--- config.mk ---
export PLATFORM = sky130hd
export DESIGN_NAME = rob_retire
export DESIGN_NICKNAME = d
export VERILOG_FILES = /design/src/rtl/rob_retire_pkg.sv /design/src/rtl/rob_retire_ptr.sv /design/src/rtl/rob_retire.sv
export SDC_FILE = /design/constraint.sdc
export NUM_CORES = 2
export LEC_CHECK = 0
export CAP_MARGIN = 20
export CORE_ASPECT_RATIO = 2
export CORE_MARGIN = 2
export CORE_UTILIZATION = 43
export CTS_CLUSTER_SIZE = 16
export DETAILED_ROUTE_END_ITERATION = 10
export SYNTH_ARGS = -nofsm -noshare
export SYNTH_HDL_FRONTEND = slang
export SYNTH_SLANG_ARGS = --single-unit
--- constraint.sdc ---
create_clock -name clk -period 59.1 [get_ports clk]
set_clock_uncertainty 0.05 [all_clocks]
set_input_delay 17.73 -clock clk [delete_from_list [all_inputs] [get_ports clk]]
set_output_delay 17.73 -clock clk [all_outputs]
set_load 0.005 [all_outputs]
--- src/rtl/rob_retire_pkg.sv ---
// Shared sizes, ROB entry layout and the freed-tag selection rule.
package rob_retire_pkg;
  localparam int DEPTH   = 64;
  localparam int IDX_W   = 6;
  localparam int PREG_W  = 6;
  localparam int AREG_W  = 5;
  localparam int NUM_CMP = 3;

  typedef struct packed {
    logic              valid;
    logic              done;
    logic              reg_wr;
    logic [AREG_W-1:0] areg;
    logic [PREG_W-1:0] rd_new;
    logic [PREG_W-1:0] rd_old;
  } rob_entry_t;

  // x0 is never mapped, so its freshly popped tag goes straight back to the pool.
  function automatic logic [PREG_W-1:0] free_tag(input rob_entry_t e);
    if (!e.reg_wr)          return '0;
    else if (e.areg == '0)  return e.rd_new;
    else                    return e.rd_old;
  endfunction
endpackage

--- src/rtl/rob_retire_ptr.sv ---
// Wrap-bit circular pointer: index in the low bits, lap parity in the MSB.
module rob_retire_ptr #(
  parameter int W = 7
) (
  input  logic         clk,
  input  logic         rst,
  input  logic         i_inc,
  output logic [W-1:0] o_ptr
);
  logic [W-1:0] r_ptr;

  // Advance by one on enable; natural overflow toggles the wrap bit.
  always_ff @(posedge clk or posedge rst) begin
    if (rst)        r_ptr <= '0;
    else if (i_inc) r_ptr <= r_ptr + 1'b1;
  end

  assign o_ptr = r_ptr;
endmodule

--- src/rtl/rob_retire.sv ---
// Reorder buffer: allocate at tail, mark done from FU ports, retire in order at head.
module rob_retire
  import rob_retire_pkg::*;
(
  input  logic                     clk,
  input  logic                     rst,
  input  logic                     i_alloc_valid,
  output logic                     o_alloc_ready,
  input  logic                     i_alloc_reg_wr,
  input  logic [AREG_W-1:0]        i_alloc_areg,
  input  logic [PREG_W-1:0]        i_alloc_rd_new,
  input  logic [PREG_W-1:0]        i_alloc_rd_old,
  output logic [IDX_W-1:0]         o_alloc_idx,
  input  logic [NUM_CMP-1:0]       i_cmp_valid,
  input  logic [NUM_CMP*IDX_W-1:0] i_cmp_idx,
  output logic                     o_push_free_reg,
  output logic [PREG_W-1:0]        o_freed_reg,
  output logic                     o_commit_valid,
  output logic                     o_commit_reg_wr,
  output logic [AREG_W-1:0]        o_commit_areg,
  output logic [PREG_W-1:0]        o_commit_preg,
  output logic [IDX_W:0]           o_count,
  output logic                     o_empty,
  output logic                     o_full
);
  logic [IDX_W:0]     w_head, w_tail;
  logic [IDX_W-1:0]   w_hidx, w_tidx;
  logic               w_full, w_alloc, w_retire;
  logic [DEPTH-1:0]   w_cmp_hit;
  rob_entry_t         w_head_e;
  rob_entry_t         r_rob [DEPTH];

  logic               r_commit_valid, r_commit_reg_wr, r_push;
  logic [AREG_W-1:0]  r_commit_areg;
  logic [PREG_W-1:0]  r_commit_preg, r_freed;

  assign w_hidx   = w_head[IDX_W-1:0];
  assign w_tidx   = w_tail[IDX_W-1:0];
  assign w_full   = (w_hidx == w_tidx) && (w_head[IDX_W] != w_tail[IDX_W]);
  assign w_alloc  = i_alloc_valid && !w_full;
  assign w_head_e = r_rob[w_hidx];
  assign w_retire = w_head_e.valid && w_head_e.done;

  rob_retire_ptr #(.W(IDX_W+1)) u_head (.clk(clk), .rst(rst), .i_inc(w_retire), .o_ptr(w_head));
  rob_retire_ptr #(.W(IDX_W+1)) u_tail (.clk(clk), .rst(rst), .i_inc(w_alloc),  .o_ptr(w_tail));

  // Decode completion ports into a per-entry hit vector; duplicate indices merge.
  always_comb begin
    w_cmp_hit = '0;
    for (int k = 0; k < NUM_CMP; k++)
      if (i_cmp_valid[k]) w_cmp_hit[i_cmp_idx[k*IDX_W +: IDX_W]] = 1'b1;
  end

  for (genvar g = 0; g < DEPTH; g++) begin : g_ent
    // Entry update: alloc writes, retire clears, completion sets done on live entries.
    always_ff @(posedge clk or posedge rst) begin
      if (rst) begin
        r_rob[g] <= '0;
      end else if (w_alloc && w_tidx == IDX_W'(g)) begin
        r_rob[g] <= '{valid: 1'b1, done: 1'b0, reg_wr: i_alloc_reg_wr, areg: i_alloc_areg,
                      rd_new: i_alloc_rd_new, rd_old: i_alloc_rd_old};
      end else if (w_retire && w_hidx == IDX_W'(g)) begin
        r_rob[g].valid <= 1'b0;
        r_rob[g].done  <= 1'b0;
      end else if (w_cmp_hit[g] && r_rob[g].valid) begin
        r_rob[g].done  <= 1'b1;
      end
    end
  end

  // Registered commit/free outputs for the entry leaving the head this cycle.
  always_ff @(posedge clk or posedge rst) begin
    if (rst) begin
      r_commit_valid  <= 1'b0;
      r_commit_reg_wr <= 1'b0;
      r_commit_areg   <= '0;
      r_commit_preg   <= '0;
      r_push          <= 1'b0;
      r_freed         <= '0;
    end else if (w_retire) begin
      r_commit_valid  <= 1'b1;
      r_commit_reg_wr <= w_head_e.reg_wr;
      r_commit_areg   <= w_head_e.areg;
      r_commit_preg   <= w_head_e.rd_new;
      r_push          <= w_head_e.reg_wr;
      r_freed         <= free_tag(w_head_e);
    end else begin
      r_commit_valid  <= 1'b0;
      r_commit_reg_wr <= 1'b0;
      r_commit_areg   <= '0;
      r_commit_preg   <= '0;
      r_push          <= 1'b0;
      r_freed         <= '0;
    end
  end

  assign o_alloc_ready   = !w_full;
  assign o_alloc_idx     = w_tidx;
  assign o_count         = w_tail - w_head;
  assign o_empty         = (w_head == w_tail);
  assign o_full          = w_full;
  assign o_commit_valid  = r_commit_valid;
  assign o_commit_reg_wr = r_commit_reg_wr;
  assign o_commit_areg   = r_commit_areg;
  assign o_commit_preg   = r_commit_preg;
  assign o_push_free_reg = r_push;
  assign o_freed_reg     = r_freed;
endmodule

# Word level (Yosys, flattened, before mapping)
# Cells that the tools add are included.
# word_totals
out_inout_bits	36
inputBits	42
reg_bits	1313
# classes
n_reduce_logical	330
bitwise_logic	3
n_eq_ne	129
muxes	275
n_lt_le_gt_ge	7
n_addsub	3
# ops
operator	n
6-bit equality test, second input constant	64
1-bit logical AND	198
1-bit 2-to-1 mux	197
6-bit by 5-bit equality test with 1-bit output, second input constant	32
64-bit 2-to-1 mux	3
3-bit nonzero test	64
2-bit 2-to-1 mux	64
64-bit bitwise OR	2
2-bit nonzero test	64
20-bit binary-select mux with 6-bit select	1
6-bit by 4-bit equality test with 1-bit output, second input constant	16
6-bit by 3-bit equality test with 1-bit output, second input constant	8
20-bit 2-to-1 mux	2
6-bit by 2-bit equality test with 1-bit output, second input constant	4
6-bit 2-to-1 mux	4
6-bit by 7-bit < comparator with 1-bit output, second input constant	3
1-bit demux with 6-bit select	3
6-bit by 1-bit >= comparator with 1-bit output, second input constant	3
7-bit by 1-bit adder with 7-bit output, second input constant	2
6-bit by 1-bit equality test with 1-bit output, second input constant	2
6-bit logical NOT	2
7-bit equality test	1
7-bit >= comparator, second input constant	1
6-bit NOT with 7-bit output	1
other kinds (6)	6

# Depth between registers and ports, before layout
# depth
ltp_word	13
depth_mapped	15
ltp_nobuf	9

# By module
# A second synthesis with hierarchy kept.
# hier_totals
cells_unflattened	4080
hier_area_um2	60958.5
# by_module_without_submodules
mod	instances	seq_area_each_um2	cells_each	area_per_inst_um2
rob_retire	1	32506.2	4034	60385.4
rob_retire_ptr	2	175.2	23	286.5

# Least setup slack after synthesis
# No wires, ideal clock.
# synth_timing
path_kind	reg-to-output
from	reg u_head.r_ptr[1] (netlist: u_head.o_ptr[1])
to	out o_count[5]
path_slack_ns	38.707
stages_incl_launch_ff	13
arrival_time_ns	2.613
path_buffers	5
t_required_ns	41.320
cell_sequence	dfrtp_1 -> buf_2 -> buf_2 -> buf_2 -> buf_2 -> buf_2 -> inv_1 -> ha_1 -> a21o_1 -> a21oi_1 -> o21bai_1 -> a21oi_1 -> xnor2_1
# synth_via
elab_chain_cells	1
# synth_lines
item	line	source
from (decl)	rob_retire_ptr.sv:10	logic [W-1:0] r_ptr;
from (signal assigned)	rob_retire_ptr.sv:15	else if (i_inc) r_ptr <= r_ptr + 1'b1;
7-bit subtractor	rob_retire.sv:99	assign o_count = w_tail - w_head;
to (decl)	rob_retire.sv:22	output logic [IDX_W:0] o_count,
# Every way passes these cells.

==> results_dict.tcl <==
set metrics [dict create \
    cp-startpoint "rst" \
    die_w_um 270 \
    cp_slowest_stage_delay_ns 0.88 \
    synth_area_leaders "dfrtp_1, mux2_2, mux4_2" \
    synthFlopType "dfrtp_1" \
    cts_buffers 113 \
    drt-total-wl_um 172000 \
    htree_levels 3 \
    critical_path_buf_inv_count 8 \
    timing.final.max_slew_violations 0 \
    io_buffers 77 \
    cp-end-kind "async pin" \
    start_util 0.433 \
    tritoncts "built" \
    cts_setup_buffers 0 \
    hold_buffers 0 \
    peakVddDrop_uv 41.2 \
    p_leak_uw 0.0300 \
    outcome "completed" \
    path_cells "clkdlybuf4s50_1, inv_8, buf_12, buf_4, buf_4, buf_12, buf_4, buf_16" \
    powerDensity_mw_per_mm2 46.7 \
    grt-ovfl-total 0 \
    grt_first_pass_wirelength_um 259000 \
    slowest_stage "buf_4" \
    worstSetupPathType "input port to async pin" \
    clockBufferDepth 3 \
    crit_family "buffers and inverters" \
    cts-root-buf "clkbuf_16" \
    top_register "r_rob" \
    yosys.area.top_type "dfrtp_1" \
    cts.clk_slew.worst_paths_ns 0.07 \
    setup_tns_ns 0 \
    fmax_mhz 44.8 \
    wire_per_inst_um 28.7 \
    yosysWarnings 0 \
    rsz0062_at_grt "false" \
    route.detailed.drc 0 \
    setup_violations 0 \
    ys_seq_area_frac 0.539 \
    worstHoldPathType "register to register" \
    grt_use_total 0.241 \
    dieArea_mm2 0.145 \
    rows 195 \
    drt-initial-drc-count 2508 \
    critical_path.most_common_cell "buf_4" \
    synthArstFlopShare 1.00 \
    largest_reg_flops 1280 \
    cp-start-kind "input port" \
    synth_cell_types 47 \
    final_nets 4076 \
    hpwl_um 108000 \
    netlist.area_leader.share 0.539 \
    clock_latency_ns 0.74 \
    ios 78 \
    drtPass1Iterations 5 \
    cts_sinks 1313 \
    postCtsResizedCells 0 \
    drv_cap 0 \
    fin_crit_sh 0.377 \
    grt_max_degree 183 \
    area_growth_pct 11.1 \
    viasPerCell 5.98 \
    fin_crit_ns 22.30 \
    cp.required_ns 59.95 \
    hp-start "r_rob[487]$_DFFE_PP0P_" \
    finalHoldViolations 0 \
    syn-num-nets 4123 \
    grt_pass1_vias 38124 \
    synth_cells 4066 \
    timing.rr.start "u_head.o_ptr[0]$_DFFE_PP0P_" \
    ant_nets 0 \
    worst_pin_slew_ns 1.20 \
    drive_gt1_frac 0.461 \
    syn_area_mm2 0.0609 \
    avgSynthCellArea_um2 15.0 \
    vias 35859 \
    synth_edf_count 0 \
    coreArea_mm2 0.141 \
    worstPathArrival_ns 23.15 \
    place_area_mm2 0.0634 \
    crit_fanout 179 \
    slew_headroom 0.196 \
    stdcell_area_mm2 0.0677 \
    dieHeight_um 536 \
    antenna_found_initial 5 \
    synth.most_common_cell "dfrtp_1" \
    fillers 12150 \
    synth-seq-cells 1313 \
    finalWeightedCongestion 0.945 \
    synth.top_cells.by_count "dfrtp_1, mux2_2, mux4_2" \
]
==> cell usage in the layout, fill, tap and decap left out, drive strengths merged, types with 59 or more instances in the layout <==
cell type / instances
clkbuf: 166
o21ai: 163
clkdlybuf4s50: 59
a21oi: 79
dfrtp: 1313
buf: 142
nor2: 160
mux4: 389
nand2: 103
mux2: 1153
==> cell families after synthesis <==
group	count (synthesis)	synth area share
AO/OA/AOI/OAI	377	0.0379
XOR/XNOR	18	0.00259
adder cells (fa/ha/maj)	15	0.00320
buffers and inverters	386	0.0283
flip-flops	1313	0.539
multiplexers	1542	0.357
AND/OR/NAND/NOR	415	0.0317
==> worst reg2reg max path: stages (launching register included) <==
cell and delay (ns):
dfrtp_4 0.67, buf_4 0.78, buf_4 0.83, buf_4 0.90, mux4_2 0.63, mux4_2 0.55
mux4_2 0.56, nor2b_1 0.26
==> routing by layer <==
metal	track usage	wire, um
met1	0.294	66400
met2	0.428	90400
met3	0.0273	6540
met4	0.109	8350
met5	0	0
==> path summary, 6_finish.rpt <==
path	endpoint	depth (start not counted)	slack [ns]
worst max register to register	o_commit_preg[5]$_DFF_PP0_	7	53.68
worst min register to register	r_rob[487]$_DFFE_PP0P_	1	0.43
min in group asynchronous	r_rob[555]$_DFFE_PP0P_	2	17.52
worst max-delay path	r_rob[808]$_DFFE_PP0P_	8	36.80
worst min-delay path	r_rob[487]$_DFFE_PP0P_	1	0.43
max in group clk	o_count[6]	6	37.18
==> cell type report <==
| cell class | count | area (um2) | share of cell area |
|---|---|---|---|
| clock buffer | 166 | 3340 | 0.0494 |
| antenna | 2 | 5.00 | 0.0000740 |
| inverter | 23 | 96.3 | 0.00142 |
| clock inverter | 49 | 608 | 0.00899 |
| multi-input combinational | 2367 | 26400 | 0.391 |
| tap | 1871 | 2340 | 0.0346 |
| timing repair buffer | 201 | 1980 | 0.0292 |
| sequential | 1313 | 32900 | 0.486 |
==> per-stage QoR <==
step	power, uW	hold slack [ns]	instances	setup WS, ns	util
after floorplan	2070	0.402	4066	4.31	-
after global placement	2360	0.413	5754	35.53	0.449
after detailed placement	2390	0.421	5759	35.42	0.450
after CTS	3190	0.436	5974	36.24	0.478
after global routing	3310	0.452	5991	36.02	0.481
final	3160	0.434	5992	36.80	0.481
==> where the power goes <==
group / switching, uW / total [uW] / internal (uW)
Sequential: 155 / 1320 / 1160
Combinational: 505 / 1050 / 547
Clock: 350 / 792 / 442
(Power assumes the default switching activity.)
